<file path="config.mk">
export PLATFORM = sky130hd
export DESIGN_NAME = sum_display_driver
export DESIGN_NICKNAME = d
export VERILOG_FILES = /design/src/rtl/sum_display_driver.sv
export SDC_FILE = /design/constraint.sdc
export NUM_CORES = 1
export LEC_CHECK = 0
export BUFFER_PORTS_ARGS = -buffer_cell sky130_fd_sc_hd__buf_4
export CORE_MARGIN = 2
export CORE_UTILIZATION = 53
export DETAILED_ROUTE_END_ITERATION = 12
export PLACE_DENSITY = 0.71
export SYNTH_ARGS = -nofsm -noshare
export SYNTH_HDL_FRONTEND = slang
export SYNTH_SLANG_ARGS = --single-unit
</file>
<file path="constraint.sdc">
create_clock -name clk -period 1.9 [get_ports clk]
set_input_delay 0.19 -clock clk [delete_from_list [all_inputs] [get_ports clk]]
set_output_delay 0.19 -clock clk [all_outputs]
set_load 0.02 [all_outputs]
</file>
<file path="src/rtl/sum_display_driver.sv">
// Converts a 5-bit adder sum to two BCD digits with a sequential double-dabble FSM
// and scans them onto a 2-digit common-anode 7-segment display with tens blanking.
module sum_display_driver #(
    parameter int REFRESH_DIV = 100000
) (
    input  logic       clk,
    input  logic       rst,
    input  logic [4:0] sum,
    input  logic       load,
    output logic       ready,
    output logic [6:0] seg,
    output logic [1:0] an
);
    // state  | meaning
    // IDLE   | waiting for load, ready=1
    // CONV   | one double-dabble add-3/shift step per cycle, 5 steps
    // COMMIT | copy BCD scratch into the display registers
    typedef enum logic [1:0] {
        S_IDLE   = 2'd0,
        S_CONV   = 2'd1,
        S_COMMIT = 2'd2
    } state_t;

    localparam int CW = $clog2(REFRESH_DIV);

    state_t        state_q, state_d;
    logic [4:0]    shift_q, shift_d;
    logic [7:0]    bcd_q, bcd_d, bcd_adj;
    logic [2:0]    iter_q, iter_d;
    logic [3:0]    disp_tens_q, disp_tens_d;
    logic [3:0]    disp_ones_q, disp_ones_d;
    logic [CW-1:0] refresh_q;
    logic          digit_sel_q;

    always_ff @(posedge clk) begin
        if (rst) begin
            state_q     <= S_IDLE;
            shift_q     <= '0;
            bcd_q       <= '0;
            iter_q      <= '0;
            disp_tens_q <= '0;
            disp_ones_q <= '0;
        end else begin
            state_q     <= state_d;
            shift_q     <= shift_d;
            bcd_q       <= bcd_d;
            iter_q      <= iter_d;
            disp_tens_q <= disp_tens_d;
            disp_ones_q <= disp_ones_d;
        end
    end

    always_comb begin
        state_d     = state_q;
        shift_d     = shift_q;
        bcd_d       = bcd_q;
        iter_d      = iter_q;
        disp_tens_d = disp_tens_q;
        disp_ones_d = disp_ones_q;
        bcd_adj     = bcd_q;
        case (state_q)
            S_IDLE: begin
                if (load) begin
                    shift_d = sum;
                    bcd_d   = '0;
                    iter_d  = '0;
                    state_d = S_CONV;
                end
            end
            S_CONV: begin
                // Tens stays below 5 for inputs up to 31, so only ones needs the add-3.
                if (bcd_q[3:0] >= 4'd5) bcd_adj[3:0] = bcd_q[3:0] + 4'd3;
                bcd_d   = {bcd_adj[6:0], shift_q[4]};
                shift_d = {shift_q[3:0], 1'b0};
                iter_d  = iter_q + 3'd1;
                if (iter_q == 3'd4) state_d = S_COMMIT;
            end
            S_COMMIT: begin
                disp_tens_d = bcd_q[7:4];
                disp_ones_d = bcd_q[3:0];
                state_d     = S_IDLE;
            end
            default: state_d = S_IDLE;
        endcase
    end

    assign ready = (state_q == S_IDLE);

    always_ff @(posedge clk) begin
        if (rst) begin
            refresh_q   <= '0;
            digit_sel_q <= 1'b0;
        end else if (refresh_q == CW'(REFRESH_DIV - 1)) begin
            refresh_q   <= '0;
            digit_sel_q <= ~digit_sel_q;
        end else begin
            refresh_q   <= refresh_q + CW'(1);
        end
    end

    function automatic logic [6:0] pattern(input logic [3:0] d);
        case (d)
            4'd0:    pattern = 7'b1000000;
            4'd1:    pattern = 7'b1111001;
            4'd2:    pattern = 7'b0100100;
            4'd3:    pattern = 7'b0110000;
            4'd4:    pattern = 7'b0011001;
            4'd5:    pattern = 7'b0010010;
            4'd6:    pattern = 7'b0000010;
            4'd7:    pattern = 7'b1111000;
            4'd8:    pattern = 7'b0000000;
            4'd9:    pattern = 7'b0010000;
            default: pattern = 7'b1111111;
        endcase
    endfunction

    always_comb begin
        an  = 2'b10;
        seg = pattern(disp_ones_q);
        if (digit_sel_q) begin
            if (disp_tens_q != 4'd0) begin
                an  = 2'b01;
                seg = pattern(disp_tens_q);
            end else begin
                an  = 2'b11;
                seg = 7'b1111111;
            end
        end
    end
endmodule

</file>
# [Word level (Yosys, flattened, before mapping)]
# Memory sizes are Yosys's and may differ from the RTL's. A register that Yosys moved wholly into a read port is not among the register bits.
# Cells that the tools add are included.
[word_totals] ff_bits=44 mem_bits_ro=224 output_inout_bits=10 wordCells=45 memories=2
[memory_table] memory="(no name shown)" words=16 word_bits=7 read_ports=1 rd_ports_with_merged_regs=1 write_ports=0 line_no="102" text="case (d)"
[memory_table] memory="(no name shown)" words=16 word_bits=7 read_ports=1 rd_ports_with_merged_regs=1 write_ports=0 line_no="102"
[classes] add_sub_neg=3 n_lt_le_gt_ge=1 eq_ne=6 n_mux=18 bitwise_logic=1 reduce_logical=6
[ops] operator="2-to-1 mux 4 bit" count=5
[ops] operator="adder 17 x 1 -> 17 bit (second input constant)" count=1
[ops] operator="== test 17 bit (second input constant)" count=1
[ops] operator="case mux 8 bit (2 select lines)" count=1
[ops] operator="2-to-1 mux 7 bit" count=2
[ops] operator="case mux 5 bit (2 select lines)" count=1
[ops] operator="2-to-1 mux 2 bit" count=4
[ops] operator="2-to-1 mux 8 bit" count=1
[ops] operator="case mux 3 bit (2 select lines)" count=1
[ops] operator="2-to-1 mux 5 bit" count=1
[ops] operator="adder 4 x 2 -> 4 bit (second input constant)" count=1
[ops] operator="greater-or-equal comparator 4 x 3 -> 1 bit (second input constant)" count=1
[ops] operator="inequality test 2 bit (second input constant)" count=2
[ops] operator="case mux 2 bit (2 select lines)" count=1
[ops] operator="AND reduction 2 bit" count=2
[ops] operator="nonzero test 4 bit" count=1
[ops] operator="adder 3 x 1 -> 3 bit (second input constant)" count=1
[ops] operator="== test 3 bit (second input constant)" count=1
[ops] operator="2-to-1 mux 3 bit" count=1
[ops] operator="== test 2 x 1 -> 1 bit (second input constant)" count=1
[ops] operator="== test 2 bit (second input constant)" count=1
[ops] operator="zero test 2 bit" count=1
[ops] operator="nonzero test 2 bit" count=1
[ops] operator="OR reduction 2 bit" count=1
[ops] operator="inverter 1 bit" count=1

# [Longest topological paths before layout]
[logic_depth] word_depth=3 mapped_depth=8 depth_no_buf=7

# [Worst setup path after synthesis]
# No wires, ideal clock.
[synth_timing] kind="reg2out" from="register disp_tens_q[0]" to="output port seg[0]" arrival_ns=1.525 required_ns=1.710 setup_slack_ns=0.185 stages_incl_launch_ff=3 path_cell_list="dfxtp_1 -> o41ai_2 -> o22a_1"
[synth_between] elab_chain_len=3
[synth_lines] item="start, declared" line_no="30" text="logic [3:0] disp_tens_q, disp_tens_d;"
[synth_lines] item="start signal, assigned" line_no="48" text="disp_tens_q <= disp_tens_d;"
[synth_lines] item="nonzero test 4 bit" line_no="121" text="if (disp_tens_q != 4'd0) begin"
[synth_lines] item="2-to-1 mux 7 bit" line_no="121"
[synth_lines] item="2-to-1 mux 7 bit" line_no="120" text="if (digit_sel_q) begin"
[synth_lines] item="end, declared" line_no="11" text="output logic [6:0] seg,"
# No other way between the ends.

==> results.sh <==
export IMPL_skew_ns=0.00372
export IMPL_critical_path_class="reg2reg"
export IMPL_synth_area_per_cell_um2=9.43
export IMPL_power_frac_comb_pct=4.6
export IMPL_overflow=0
export IMPL_nets=350
export IMPL_syn_area_um2=2770
export IMPL_cts_root_buf="clkbuf_8"
export IMPL_wl_per_cell_um=13.0
export IMPL_tightest_slew_ns=0.404
export IMPL_cts_tree="yes"
export IMPL_core_um2=5070
export IMPL_num_io_pins=18
export IMPL_dieArea_um2=5820
export IMPL_final_hold_viol_count=0
export IMPL_worst_ir_drop_vdd_uv=485
export IMPL_synth_yosys_seq_area_share_pct=41.9
export IMPL_first_global_vias=2104
export IMPL_clockBufferDepth=2
export IMPL_cts_buffers=9
export IMPL_synth_flop_cell="dfxtp_1"
export IMPL_synth_largest_area_cell="dfxtp_1"
export IMPL_rsz0062_at_grt="no"
export IMPL_period_share_pct=92.5
export IMPL_stdcell_count=402
export IMPL_fp_dieW_um=76.3
export IMPL_ys_types=47
export IMPL_area_growth_syn_to_layout_pct=16.8
export IMPL_whs_path_depth=3
export IMPL_via_per_inst=5.26
export IMPL_synth_edf_count=0
export IMPL_post_cts_setup_buffers=0
export IMPL_ys_seq_elements=58
export IMPL_status="finished clean"
export IMPL_setup_violations=0
export IMPL_grt_use_total_pct=19.9
export IMPL_drt_pass1_iterations=4
export IMPL_p_sw_uw=529
export IMPL_switching_share_pct=22.2
export IMPL_async_flop_share_pct=0
export IMPL_drv_slew=0
export IMPL_drt_wl_total_um=5210
export IMPL_crit_fanout=6
export IMPL_relSlewSlack_pct=73.1
export IMPL_start_util_pct=54.6
export IMPL_dr_first_iter_drc_count=105
export IMPL_critPathCaptureType="flip-flop"
export IMPL_whs_ns=0.131
export IMPL_cts_sinks=58
export IMPL_cts_hold_buffers_added=0
export IMPL_p_leak_uw=0.00132
export IMPL_r2r_slack_ns=0.14
export IMPL_grt_pass1_wl_um=9360
export IMPL_place_inst=386
export IMPL_drc=0
export IMPL_fmax_mhz=569
export IMPL_min_to="shift_q[0]$_SDFFE_PP0P_"
export IMPL_p_per_area_nw_per_um2=737
export IMPL_grt_max_degree=17
export IMPL_antenna_found_initial=0
export IMPL_hold_class="in2reg"
export IMPL_worstHoldStart="sum[0]"
export IMPL_clk_latency_ns=0.32
export IMPL_synth_area_top_cells="dfxtp_1, ha_1, nor2_1"
export IMPL_cp_required_ns=2.15
export IMPL_cap_viol_max_count=0
export IMPL_die_h_um=76.3
export IMPL_ys_warn_count=0
export IMPL_synth_top_area_share_pct=41.9
export IMPL_r2r_start="state_q[0]$_SDFFE_PP0P_"
export IMPL_cp_arrival_ns=2.01
export IMPL_syn_inst=294
export IMPL_ant_nets=0
export IMPL_r2r_cells=8
export IMPL_power_uw=2390
export IMPL_htree_levels=3
export IMPL_path_clk_slew_ns=0.06
export IMPL_rows=26
export IMPL_diodes=0
export IMPL_gp_congestion=0.821
export IMPL_layout_drive_gt1_share_pct=20.5
export IMPL_min_period_ns=1.76
export IMPL_hpwl_um=3680
export IMPL_tns_ns=0
export IMPL_syn_num_nets=317
export IMPL_synth_common_cells="dfxtp_1, nor2_1, inv_1"
export IMPL_seqPwrFrac_pct=52.4
export IMPL_vias=2115
export IMPL_yosysMostFrequentCell="dfxtp_1"
export IMPL_portBuffers=17
export IMPL_clkPwrFrac_pct=43.0
export IMPL_p_int_uw=1860
export IMPL_n_fill_cell=455
export IMPL_start_kind="flip-flop"
[metal layers]
| metal | track usage (%) | wire, um | vias to the layer above |
|---|---|---|---|
| met5 | 0 | 0 | - |
| met2 | 32.0 | 2380 | 33 |
| met3 | 3.55 | 143 | 10 |
| met4 | 9.64 | 108 | 0 |
| met1 | 25.8 | 2580 | 983 |
| li1 | - | - | 1089 |
[worst max path at each step]
stage | slack [ns] | start | depth (start not counted) | to
floorplan | 0.18 | disp_tens_q[0]$_SDFFE_PP0N_ | 2 | seg[0]
global placement | 0.23 | rst | 7 | flip-flop
detailed placement | 0.20 | rst | 7 | flip-flop
CTS | 0.11 | refresh_q[0]$_SDFF_PP0_ | 6 | refresh_q[14]$_SDFF_PP0_
global route | 0.0004 | state_q[1]$_SDFFE_PP0P_ | 7 | flip-flop
finish | 0.14 | state_q[0]$_SDFFE_PP0P_ | 8 | flip-flop
[timing repair]
item,CTS,global route
hold endpoints to repair,0,0
gates resized for setup,0,2
setup endpoints to repair,0,4
[worst max-delay path, stage by stage (launching register included)]
cell and delay, ns:
dfxtp_1 0.47, nand2b_1 0.26, a31oi_1 0.11, buf_4 0.16, inv_1 0.08, ha_1 0.16
inv_1 0.05, mux2_2 0.26, a21oi_1 0.14
[power by group through the flow]
stage	sequential, uW	combinational, uW	clock (uW)
finish	1250	109	1030
global route	1250	124	1110
CTS	1250	110	1040
detailed placement	1280	109	0
global placement	1280	107	0
floorplan	1270	75.1	0
[cells in the final DEF, fill, tap and decap left out, types with 2 or more instances in the layout]
master     n
clkinv_2   2
nand3_1    6
inv_2      2
o22a_1     7
nor2_1    38
dfxtp_1   58
o32ai_1    2
xnor2_1   13
a21oi_1   15
a22oi_1    6
clkbuf_8  12
nor4bb_1   4
nor3_1     6
nand2b_1   9
xor2_1     5
a31oi_1    2
mux2_2     3
buf_4     37
ha_1      15
inv_1     18
o21ai_0    2
clkbuf_1   2
mux2_4     2
nor4_1     4
nand4_1    6
a311oi_1   5
nor4_2     2
a31o_2     2
nand2_1   16
mux2i_1   13
[metrics by stage]
| step | utilization [%] | worst slack [ns] | instance area (um2) |
|---|---|---|---|
| after floorplan | - | 0.185 | 2770 |
| after global placement | 60.0 | 0.232 | 3040 |
| after detailed placement | 60.0 | 0.197 | 3040 |
| after CTS | 63.6 | 0.113 | 3230 |
| after global routing | 63.8 | 0.000361 | 3240 |
| final | 63.8 | 0.143 | 3240 |
[layout make-up]
class,count,area (um2),area share [%]
well taps,70,87.6,2.70
repair buffers,37,278,8.58
flip-flops and latches,58,1160,35.9
clock buffers,14,173,5.33
clock inverters,2,10.0,0.309
multi-input cells,201,1450,44.9
inverters,20,75.1,2.32
[cells by family after synthesis]
group / share of synthesized area, %
and+or+nand+nor: 20.3
DFF: 41.9
AOI/OAI and AO/OA: 12.3
buffers and inverters: 6.09
xor gates and xnor gates: 5.69
muxes: 7.00
adders and majority gates: 6.77
Note: power is estimated with default switching activity, not from simulation.
